File: src/rtl/qspi_cmd_regs.sv
// qspi_cmd_regs: command decoder and register file behind the QSPI slave.
// The first byte of each frame is a command: bit 7 = RW (1 read), bits 6:ADDR_W
// reserved (must be 0), bits ADDR_W-1:0 = start address. Writes and reads then
// auto-increment the address pointer. The top address is read-only and returns ID_VALUE.
// Ports:
//   clk, reset        clock and asynchronous active-high reset
//   frame_active      chip-select asserted, already synchronised to clk
//   rx_data, rx_valid received byte and its one-cycle strobe
//   tx_data           registered byte for the slave transmitter
//   leds              reg[0][3:0]
//   cmd_error         invalid command seen; cleared at the next frame start
//   frame_count       completed frames, wraps at 255
module qspi_cmd_regs #(
  parameter int unsigned ADDR_W   = 4,
  parameter logic [7:0]  ID_VALUE = 8'hA5
) (
  input  logic       clk,
  input  logic       reset,
  input  logic       frame_active,
  input  logic [7:0] rx_data,
  input  logic       rx_valid,
  output logic [7:0] tx_data,
  output logic [3:0] leds,
  output logic       cmd_error,
  output logic [7:0] frame_count
);

  localparam int unsigned DEPTH = 1 << ADDR_W;
  localparam logic [ADDR_W-1:0] TOP_ADDR = '1;

  typedef enum logic [2:0] {
    S_IDLE,
    S_CMD,
    S_WRITE,
    S_READ,
    S_DISCARD
  } state_e;

  state_e            state_q, state_d;
  logic [ADDR_W-1:0] ptr_q, ptr_d;
  logic [7:0]        tx_q, tx_d;
  logic              err_q, err_d;
  logic [7:0]        fc_q, fc_d;
  logic              fa_q;
  logic [7:0]        regs_q [DEPTH];

  logic              we_c;
  logic [ADDR_W-1:0] rd_addr_c;
  logic [7:0]        rd_data_c;
  logic [6:0]        rsvd_c;

  // Address of the byte to load onto tx: the command's address, or the next pointer.
  always_comb begin
    rd_addr_c = (state_q == S_CMD) ? rx_data[ADDR_W-1:0] : ptr_q + ADDR_W'(1);
    rd_data_c = (rd_addr_c == TOP_ADDR) ? ID_VALUE : regs_q[rd_addr_c];
    rsvd_c    = rx_data[6:0] >> ADDR_W;
  end

  // Next-state and datapath control; frame end takes priority over any byte.
  always_comb begin
    state_d = state_q;
    ptr_d   = ptr_q;
    tx_d    = tx_q;
    err_d   = err_q;
    fc_d    = fc_q;
    we_c    = 1'b0;

    if (state_q == S_IDLE) begin
      if (frame_active && !fa_q) begin
        state_d = S_CMD;
        err_d   = 1'b0;
      end
    end else if (!frame_active) begin
      state_d = S_IDLE;
      fc_d    = fc_q + 8'd1;
    end else if (rx_valid) begin
      unique case (state_q)
        S_CMD: begin
          if (rsvd_c != 7'd0) begin
            state_d = S_DISCARD;
            err_d   = 1'b1;
          end else begin
            ptr_d = rx_data[ADDR_W-1:0];
            if (rx_data[7]) begin
              state_d = S_READ;
              tx_d    = rd_data_c;
            end else begin
              state_d = S_WRITE;
            end
          end
        end
        S_WRITE: begin
          we_c  = (ptr_q != TOP_ADDR);
          ptr_d = ptr_q + ADDR_W'(1);
        end
        S_READ: begin
          ptr_d = ptr_q + ADDR_W'(1);
          tx_d  = rd_data_c;
        end
        default: ;
      endcase
    end
  end

  // State and output registers. fa_q resets high so a frame in progress
  // at reset release is not mistaken for a new frame start.
  always_ff @(posedge clk or posedge reset) begin
    if (reset) begin
      state_q <= S_IDLE;
      ptr_q   <= '0;
      tx_q    <= '0;
      err_q   <= 1'b0;
      fc_q    <= '0;
      fa_q    <= 1'b1;
    end else begin
      state_q <= state_d;
      ptr_q   <= ptr_d;
      tx_q    <= tx_d;
      err_q   <= err_d;
      fc_q    <= fc_d;
      fa_q    <= frame_active;
    end
  end

  // Register file.
  always_ff @(posedge clk or posedge reset) begin
    if (reset) begin
      for (int i = 0; i < DEPTH; i++) regs_q[i] <= '0;
    end else if (we_c) begin
      regs_q[ptr_q] <= rx_data;
    end
  end

  assign tx_data     = tx_q;
  assign leds        = regs_q[0][3:0];
  assign cmd_error   = err_q;
  assign frame_count = fc_q;

endmodule

File: config.mk
export PLATFORM = sky130hd
export DESIGN_NAME = qspi_cmd_regs
export DESIGN_NICKNAME = d
export VERILOG_FILES = /design/src/rtl/qspi_cmd_regs.sv
export SDC_FILE = /design/constraint.sdc
export NUM_CORES = 1
export LEC_CHECK = 0
export CAP_MARGIN = 20
export CORE_MARGIN = 2
export CORE_UTILIZATION = 50
export CTS_BUF_LIST = sky130_fd_sc_hd__clkbuf_16
export DETAILED_ROUTE_END_ITERATION = 8
export GPL_TIMING_DRIVEN = 0
export PLACE_DENSITY = 0.7
export SLEW_MARGIN = 20
export SYNTH_ARGS = -nofsm -noshare
export SYNTH_HDL_FRONTEND = slang
export SYNTH_SLANG_ARGS = --single-unit
File: constraint.sdc
create_clock -name clk -period 5.3 [get_ports clk]
set_input_delay 0.53 -clock clk [delete_from_list [all_inputs] [get_ports clk]]
set_output_delay 0.53 -clock clk [all_outputs]
set_load 0.01 [all_outputs]
== Yosys cells after proc, flatten, opt, wreduce, memory -nomap -nowiden ==
Index checks and enable logic that the tools add are counted.

* Flip-flop bits (word level): 153
* Input port bits: 12
* Output and inout bits: 21

* Reductions and logical operators: 17
* Add/subtract/negate cells: 2
* Bitwise logic cells: 4
* Equal/unequal tests: 10
* Multiplexer cells: 30
* Order comparisons: 3

{| class="wikitable"
|+ Operator list
! cell !! number
|-
| $bwmux W128 || 1
|-
| $mux W8 || 6
|-
| $bmux W8 S4 || 1
|-
| $demux W8 S4 || 1
|-
| $mux W3 || 6
|-
| $pmux W8 S2 || 1
|-
| $reduce_bool A2 Y1 || 6
|-
| $mux W1 || 11
|-
| $ge A5 B5 Y1 const B || 2
|-
| $not A4 Y5 || 2
|-
| $reduce_and A5 Y1 || 2
|-
| $add A8 B1 Y8 const B || 1
|-
| $mux W4 || 2
|-
| $pmux W4 S2 || 1
|-
| $reduce_bool A7 Y1 || 1
|-
| $eq A3 B2 Y1 const B || 2
|-
| $ne A3 B1 Y1 const B || 2
|-
| $reduce_and A6 Y1 || 1
|-
| $lt A5 B1 Y1 const B || 1
|-
| $add A4 B1 Y4 const B || 1
|-
| $eq A4 B4 Y1 const B || 1
|-
| $ne A2 B2 Y1 const B || 2
|-
| $ne A4 B4 Y1 const B || 1
|-
| $eq A3 B1 Y1 const B || 1
|-
| 8 further kinds || 10
|}

== Depth between registers and ports, before layout ==
Gate-level depths: netlist of the first run.

* Depth after elaboration: 10
* Gate-level depth with buffers: 11

== Worst setup path after synthesis of the first run ==
OpenSTA, ideal clock, no wires.

* Kind: reg2reg
* Start point: register ptr_q[0]
* End point: register tx_q[6], in the netlist tx_data[6]
* Buffers on the path: 1
* Data required time: 5.173 ns
* Path slack: 3.002 ns
* Cell stages (with the launch flop): 9
* Arrival time: 2.170 ns
* Cells stage by stage: dfrtp_1 buf_2 inv_1 ha_1 mux2_4 mux4_2 and2_1 a211oi_2 a211oi_1

* Word-level cells in the longest chain between the ends: 10

{| class="wikitable"
|+ Ends and longest elaborated chain
! what !! line !! text
|-
| start: declaration || 40 || <nowiki>logic [ADDR_W-1:0] ptr_q, ptr_d;</nowiki>
|-
| start signal: assignment || 117 || <nowiki>ptr_q <= ptr_d;</nowiki>
|-
| $add A4 B1 Y4 (*) || 54 || <nowiki>rd_addr_c = (state_q == S_CMD) ? rx_data[ADDR_W-1:0] : ptr_q + ADDR_W'(1);</nowiki>
|-
| $mux W4 (*) || 54 ||
|-
| $not A4 Y5 (not written as such) || 55 || <nowiki>rd_data_c = (rd_addr_c == TOP_ADDR) ? ID_VALUE : regs_q[rd_addr_c];</nowiki>
|-
| $bmux W8 S4 || 55 ||
|-
| $mux W8 (not written as such) (2 in a row) || 55 ||
|-
| $mux W8 (*) || 55 ||
|-
| $mux W8 || 84 || <nowiki>if (rx_data[7]) begin</nowiki>
|-
| $mux W8 || 79 || <nowiki>if (rsvd_c != 7'd0) begin</nowiki>
|-
| $pmux W8 S2 (*) || 77 || <nowiki>unique case (state_q)</nowiki>
|-
| end signal: assignment || 118 || <nowiki>tx_q <= tx_d;</nowiki>
|-
| end: declaration || 41 || <nowiki>logic [7:0] tx_q, tx_d;</nowiki>
|}

Mark *: on every way between the ends. The rest lies on a longest branch, timed or not. The select of a mux whose other input is x is not followed.
A chain may end at the register's enable or synchronous reset.

== Worst setup path after layout of the first run ==
* Start point: register ptr_q[1]
* End point: register tx_q[3], in the netlist tx_data[3]

Same word-level chain as after synthesis.

==> summary.txt, run 1 <==
status = complete, no violations
Yosys cell types = 48
worst setup path startpoint = ptr_q[1]
clk slew on worst S/H paths = 0.06 ns
Max-Cap Viols = 0
total power draw = 3.01 mW
initial antenna violation count = 0
R2R cell count = 8
RSZ-0062 raised after global routing = false
# hold bufs at CTS = 0
mux contribution to synthesized area = 0.272
Synth Cell Area = 0.00735 mm2
Via Count = 5003
worst path arrival time = 3.29 ns
Warnings, synthesis = 0
Max Buffers Root-to-Sink = 2
CTS Sinks = 153
clock share of power = 0.350
endpoints failing setup = 0
GRT Util Overall = 0.236
drt total wl = 17400 um
crit start category = flop
cells after synthesis = 600
Worst slew margin = 0.475
fmax = 0.334 GHz
Worst-Margin Slew = 0.785 ns
Avg Cell Area, Syn = 12.2 um2
clk_lat worst skew = 0.43 ns
total CTS buffers = 17
Pint = 2.10 mW
DP Area = 0.00792 mm2
CTS Root Buffer Type = clkbuf_16
dpl hpwl = 11900 um
# diodes = 0
Pwr Density = 357 mW/mm2
Post-CTS Resized = 0
layout cells sized above 1 = 0.278
simple-gate portion of the synthesized area = 0.0853
site row count = 44
Routability Congestion = 0.852
compound-gate portion of the synthesized area = 0.0655
Psw = 0.904 mW
HP Class = flop to flop
hold_sp = regs_q[6]
number of global-route vias before repair = 5347
drt drc = 0
pre-CTS setup slack = 2.13 ns
Die Area = 0.0157 mm2
final period utilization = 0.565
adder-cell share of the synthesized area = 0.00851
# nets final = 667
Final Hold Viols = 0
Final WS setup = 2.31 ns
number of top-level pins = 33
vias per inst = 5.94
Most used DFF post-synth = dfrtp_1
fin crit period = 2.99 ns
WHS Path Cells = 1
critical path type = flop to flop
Async SR Flop Fraction = 1.00
first-pass GRT wire length = 28200 um
Hold Path End = regs_q[6]
Post-synth EDFFs = 0
Iteration-0 DRC Markers = 425
postcts setup bufs = 0
Core ar. = 0.0144 mm2
Worst Setup End Kind = flop
Seq cells post-synth = 153
Final Util = 0.583
Die H = 125 um
sequential power share = 0.421
Synthesized Nets = 617
largest family of logic cells by synthesized area = multiplexers
FF-to-FF End = tx_data[3]
P_leak = 4.03 nW
Comb pwr share = 0.229
Reg2Reg Launch Point = ptr_q[1]
Starting Density = 0.510
Layout Skew = 0.00575 ns
Crit path required time = 5.59 ns
Port-buffer cells = 30
remaining global-route overflow = 0
Layout area overhead = 14.4%
Synth Area in XOR/XNOR = 0.0107
antenna-violating nets left = 0
switching share of total power = 0.301
worst vdd ir = 0.224 mV
final instance area = 0.00841 mm2
1st-pass router iterations = 5
Worst Path Max Fanout = 8
sequential-to-total area share from yosys stat = 0.521
final slew viol count = 0
setup slack, reg-to-reg = 2.31 ns
die width = 125 um
Routed WL per cell = 20.7 um
CTS HTree Levels = 4
CTS tree = done
largest net degree at the start of global routing = 80
==> registers in the layout (all words and copies together), names as in the netlist <==
name         flops
cmd_error        1
ptr_q            4
leds             4
frame_count      8
fa_q             1
state_q          3
regs_q         124
tx_data          8
==> cells in the mapped netlist, drive strengths merged, types with 8 or more instances <==
| master | count | area share |
|---|---|---|
| nor2 | 18 | 0.0092 |
| mux2i | 34 | 0.048 |
| dfrtp | 152 | 0.52 |
| mux4 | 12 | 0.037 |
| buf | 22 | 0.019 |
| a21oi | 31 | 0.023 |
| a22oi | 8 | 0.0082 |
| nand4 | 11 | 0.0094 |
| nand3 | 11 | 0.0075 |
| clkbuf | 31 | 0.016 |
| mux2 | 122 | 0.19 |
| o21ai | 12 | 0.0087 |
| nand2 | 66 | 0.034 |
==> cell type report <==
cell class	instances	area (um2)
Buffer	53	254
Clock buffer	17	425
Clock inverter	10	70.1
Fill cell	1182	6010
Inverter	4	22.5
Multi-Input combinational cell	390	3250
Sequential cell	153	3830
Tap cell	184	230
Timing Repair Buffer	31	328
==> logic make-up (layout without fill, tap and decap cells) <==
family / Yosys count / after routing
mux: 168 / 168
flops: 153 / 153
simple gates: 133 / 133
compound gates: 75 / 75
buf+inv: 57 / 115
xor+xnor: 9 / 9
fa+ha+maj: 5 / 5
==> power by group through the flow <==
stage / Combinational [mW] / Sequential, mW / Clock [mW]
5_1_grt: 0.747 / 1.27 / 1.11
6_report: 0.687 / 1.27 / 1.05
2_1_floorplan: 0.421 / 1.29 / 0
3_3_place_gp: 0.669 / 1.28 / 0
3_5_place_dp: 0.682 / 1.29 / 0
4_1_cts: 0.688 / 1.27 / 1.07
==> layout by cell type (no fill, tap or decap), types with 6 or more instances in the layout <==
master,instances
dfrtp_1,152
mux2_2,117
nand2_1,66
mux2i_1,33
clkbuf_1,31
a21oi_1,30
clkdlybuf4s50_1,30
nor2_1,18
clkbuf_16,17
buf_2,14
mux4_2,12
nand3_1,11
o21ai_0,11
nand4_1,11
a22oi_1,8
nor3_1,7
inv_1,7
buf_4,6
==> per-stage QoR <==
stage	instances	hold slack (ns)	setup TNS (ns)
floorplan	600	0.425	0
global placement	814	0.440	-174.89
detailed placement	815	0.446	0
CTS	842	0.459	0
global route	842	0.476	0
finish	842	0.453	0
==> critical path: stages, from the launching register on <==
cell      delay (ns)
dfrtp_1         0.41
ha_1            0.16
clkbuf_1        0.27
xor2_1          0.67
o21ai_2         0.36
nor2_1          0.40
nor2_1          0.18
a22oi_1         0.24
o221ai_1        0.15
==> layer usage <==
metal	track usage	part of all wire
met4	0.0830	0.022
met5	0	0
met2	0.378	0.47
met3	0.0655	0.055
met1	0.312	0.45
==> worst max-delay path by stage <==
stage / to / cells after the start
after floorplan: cmd_error / 1
after global placement: regs_q[1] / 2
after detailed placement: tx_data[4] / 7
after CTS: tx_data[7] / 10
after global routing: tx_data[5] / 10
final: tx_data[3] / 8
Power figures use the tool's default switching activity.
==> run 2, diff against run 1 <==
- PLACE_DENSITY: 0.7 -> 0.73
- clock period: 5.3 -> 2.59 ns (I/O delays scaled with it)
==> run 2 against run 1 <==
Against the previous run: clock skew grew 0.0041 ns; global-route usage is essentially flat; sequential power grew 100%; sequential share of layout area shrank 1.5 points; via count grew 1.2%.
==> summary.txt, run 2 (synthesized netlist as in run 1, its figures left out) <==
Routed WL per cell = 20.7 um
CTS Sinks = 153
max incr delay on CP = 0.67 ns
Via Count = 5062
Routability Congestion = 0.860
worst vdd ir = 0.478 mV
met3 usage = 0.0608
vias per inst = 5.92
site row count = 44
hold_sp = rx_data[3]
Die H = 125 um
Crit path required time = 2.88 ns
total CTS buffers = 17
Critical path buffers and inverters = 3
Worst Path Max Fanout = 10
critical path type = flop to flop
Final Util = 0.602
Layout area overhead = 18.2%
crit start category = flop
# nets final = 675
drt drc = 0
R2R cell count = 9
fmax = 0.402 GHz
setup slack, reg-to-reg = 0.10 ns
antenna-violating nets left = 0
largest net degree at the start of global routing = 35
HP Class = primary input to flop
layout cells sized above 1 = 0.316
# hold bufs at CTS = 0
Max Buffers Root-to-Sink = 2
dpl hpwl = 12200 um
met2 usage = 0.389
number of top-level pins = 33
Die Area = 0.0157 mm2
Core ar. = 0.0144 mm2
Hold Path End = leds[3]
Final Hold Viols = 0
largest reg by FF count = regs_q
Worst Setup End Kind = flop
Iteration-0 DRC Markers = 380
first-pass GRT wire length = 28400 um
Top delay family on crit path = compound AO/OA/AOI/OAI gates
Worst slew margin = 0.514
number of global-route vias before repair = 5296
endpoints failing setup = 0
CTS HTree Levels = 4
M1 GR Usage = 0.307
total power draw = 6.56 mW
Starting Density = 0.510
Reg2Reg Launch Point = state_q[2]
final slew viol count = 0
clk slew on worst S/H paths = 0.06 ns
die width = 125 um
clk_lat worst skew = 0.43 ns
Worst-Margin Slew = 0.728 ns
RSZ-0062 raised after global routing = true
status = complete, no violations
CTS Root Buffer Type = clkbuf_16
crit path cell chain = buf_6, or4b_2, o21a_1, buf_2, buf_4, a21oi_1, a22oi_1, a22oi_1, o221ai_1
FF-to-FF End = tx_data[3]
most used cell, CP = a22oi_1
P_leak = 4.13 nW
fin crit period = 2.49 ns
commonest cells after routing, fill and taps aside = dfrtp_1 (152), mux2_2 (117), nand2_1 (66)
max FFs per register = 124
worst path arrival time = 2.78 ns
remaining global-route overflow = 0
final-layout fill cell count = 1131
drt total wl = 17700 um
Top Usage Layer GRT = met2
Layout Skew = 0.00990 ns
final period utilization = 0.960
GRT Util Overall = 0.236
Port-buffer cells = 30
WHS Path Cells = 2
1st-pass router iterations = 6
CTS tree = done
# diodes = 0
Slowest cell on crit path = or4b_2
initial antenna violation count = 0
most common cell after layout, fill and taps aside = dfrtp_1
Max-Cap Viols = 0
Pwr Density = 755 mW/mm2
==> run 2: cell count changes in the layout (fill, tap and decap cells not counted), sizes merged <==
cell	change
bufinv	+1
inv	-2
clkinv	+5
clkbuf	-1
clkinvlp	+1
buf	+9
==> run 2: what timing repair did <==
item	in CTS	in global routing
buffers inserted	0	7
pin swaps	0	1
cloned	0	0
setup endpoints to repair	8	8
gates resized for setup	14	16
==> run 2: metal layers <==
layer,vias to the layer above,routed length (um)
li1,2272,-
met4,0,306
met1,2597,7480
met2,167,8920
met3,26,1020
met5,-,0
==> run 2: power by group <==
| part | switching (mW) | internal [mW] | total (mW) |
|---|---|---|---|
| clock network | 1.02 | 1.42 | 2.43 |
| registers | 0.109 | 2.49 | 2.60 |
| logic | 0.882 | 0.643 | 1.53 |
==> run 2: worst max-delay path by stage <==
stage	from	endpoint	depth (start not counted)
after floorplan	ptr_q[0]	tx_data[6]	8
after CTS	ptr_q[1]	tx_data[5]	9
final	state_q[2]	tx_data[3]	9
after global routing	state_q[2]	tx_data[5]	11
after detailed placement	rx_data[2]	tx_data[7]	9
after global placement	reset	regs_q[17]	2
==> run 2: area by class of cell <==
type / count / area [um2] / area share
repair buffers: 41 / 433 / 0.0498
flip-flops and latches: 153 / 3830 / 0.441
clock inverters: 15 / 151 / 0.0174
inverters: 4 / 18.8 / 0.00216
well taps: 184 / 230 / 0.0265
plain buffers: 51 / 287 / 0.0330
clock buffers: 17 / 425 / 0.0490
multi-input cells: 390 / 3310 / 0.381
==> run 2: per-stage QoR <==
| stage | TNS [ns] | area (um2) | cells | setup WS [ns] | hold WS [ns] |
|---|---|---|---|---|---|
| final | 0 | 8690 | 855 | 0.104 | 0.242 |
| after global placement | -128.83 | 7880 | 814 | -0.767 | 0.437 |
| after detailed placement | -16.39 | 7960 | 818 | -0.324 | 0.447 |
| after CTS | 0 | 8600 | 849 | 0.0420 | 0.237 |
| after global routing | -0.00547 | 8690 | 855 | -0.00547 | 0.267 |
| after floorplan | 0 | 7350 | 600 | 0.292 | 0.263 |
==> run 3, diff against run 2 <==
- CTS_BUF_LIST: sky130_fd_sc_hd__clkbuf_16 -> sky130_fd_sc_hd__clkbuf_4 sky130_fd_sc_hd__clkbuf_8
- GPL_TIMING_DRIVEN: 0 -> 1
==> run 3 against run 2 <==
Against the previous run: maximum frequency rose by 1.7%; sequential share of layout area grew 1.4 points; design area is 3.2% lower; non-clock buffer count decreased by 18; sequential power hardly changed; clock power fell by 22%; routed wire length fell by 2.8%; via count shrank 1.1%; worst hold slack worse by 0.058 ns; flip-flop and latch count stayed put; register-to-register slack improved by 0.04 ns; global-route usage decreased by 0.28 points.
==> summary.txt, run 3 (synthesized netlist as in run 1, its figures left out) <==
pre-CTS setup slack = 0.0572 ns
Iteration-0 DRC Markers = 367
dpl hpwl = 12400 um
Core ar. = 0.0144 mm2
commonest cells after routing, fill and taps aside = dfrtp_1 (152), mux2_2 (117), nand2_1 (66)
drt total wl = 17200 um
CTS HTree Levels = 4
largest net degree at the start of global routing = 42
Worst Setup End Kind = flop
Pwr Density = 700 mW/mm2
max incr delay on CP = 0.73 ns
# diodes = 0
fin crit period = 2.44 ns
layout cells sized above 1 = 0.324
worst vdd ir = 0.410 mV
die width = 125 um
Max-Cap Viols = 0
placed cells = 805
HP Class = primary input to async pin
1st-pass router iterations = 5
crit start category = flop
final instance area = 0.00841 mm2
# hold bufs at CTS = 0
first-pass GRT wire length = 28300 um
final period utilization = 0.944
vias per inst = 6.00
# nets final = 657
CTS tree = done
drt drc = 0
Final Hold Viols = 0
Post-CTS Resized = 0
worst path arrival time = 2.79 ns
initial antenna violation count = 0
Max Buffers Root-to-Sink = 2
Die Area = 0.0157 mm2
worst hold margin = 0.184 ns
number of top-level pins = 33
Final WS setup = 0.146 ns
P_leak = 4.03 nW
Die H = 125 um
clk slew on worst S/H paths = 0.08 ns
Final Util = 0.583
Setup TNS = 0 ns
Routability Congestion = 0.856
Crit path required time = 2.93 ns
crit path cell chain = buf_4, or4b_2, o21a_1, buf_4, nor2_1, a32oi_1, nand4_1, a31oi_1
Post-Layout Cell Count = 835
remaining global-route overflow = 0
total CTS buffers = 17
CTS Sinks = 153
postcts setup bufs = 0
antenna-violating nets left = 0
number of global-route vias before repair = 5268
Starting Density = 0.510
Layout area overhead = 14.5%
Worst slew margin = 0.562
Routed WL per cell = 20.6 um
setup slack, reg-to-reg = 0.15 ns
site row count = 44
Layout Skew = 0.0104 ns
RSZ-0062 raised after global routing = false
status = complete, no violations
final slew viol count = 0
Worst-Margin Slew = 0.657 ns
clk_lat worst skew = 0.47 ns
total power draw = 5.89 mW
largest reg by FF count = regs_q
Via Count = 5008
critical path type = flop to flop
Port-buffer cells = 32
endpoints failing setup = 0
max FFs per register = 124
GRT Util Overall = 0.233
DP Area = 0.00800 mm2
fmax = 0.409 GHz
CTS Root Buffer Type = clkbuf_8
Worst Path Max Fanout = 12
Slowest cell on crit path = or4b_2
most used cell, CP = buf_4
most common cell after layout, fill and taps aside = dfrtp_1
[run 3: changes by cell type in the layout (fill, tap and decap cells not counted), sizes merged]
cell,delta
clkdlybuf4s50,+2
clkinv,-6
buf,+10
clkbuf,-28
clkinvlp,+3
bufinv,+1
inv,-2
[run 3: final cells by class]
class	count	area [um2]
clock buffers	19	262
clock inverters	11	148
fillers	1170	6010
inverters	4	18.8
multi-input cells	390	3250
flip-flops and latches	153	3830
well taps	184	230
repair buffers	74	673
[run 3: path summary, 6_finish.rpt]
check                                 from          to  cells after the start
worst max-delay path            state_q[1]  tx_data[2]                      8
worst min-delay path                 reset  regs_q[90]                      2
worst max register to register  state_q[1]  tx_data[2]                      8
worst min register to register   regs_q[7]   regs_q[7]                      0
max in group asynchronous            reset  regs_q[51]                      3
min in group clk                 regs_q[7]   regs_q[7]                      0
[run 3: layer usage]
metal,up-vias,part of all wire,global-route usage
li1,2222,-,-
met1,2593,0.44,0.317
met2,157,0.48,0.364
met3,36,0.055,0.0573
met4,0,0.024,0.0902
met5,-,0,0
[run 3: worst max-delay path: cells and delay by family, from the launching register on]
family / cells / cell delay, ns
buffers and inverters: 2 / 0.38
flip-flops: 1 / 0.39
AO/OA/AOI/OAI: 3 / 0.45
AND/OR/NAND/NOR: 3 / 1.10
[run 3: power breakdown]
group / internal, mW / switching [mW]
Clock: 0.992 / 0.899
Combinational: 0.604 / 0.793
Sequential: 2.49 / 0.113
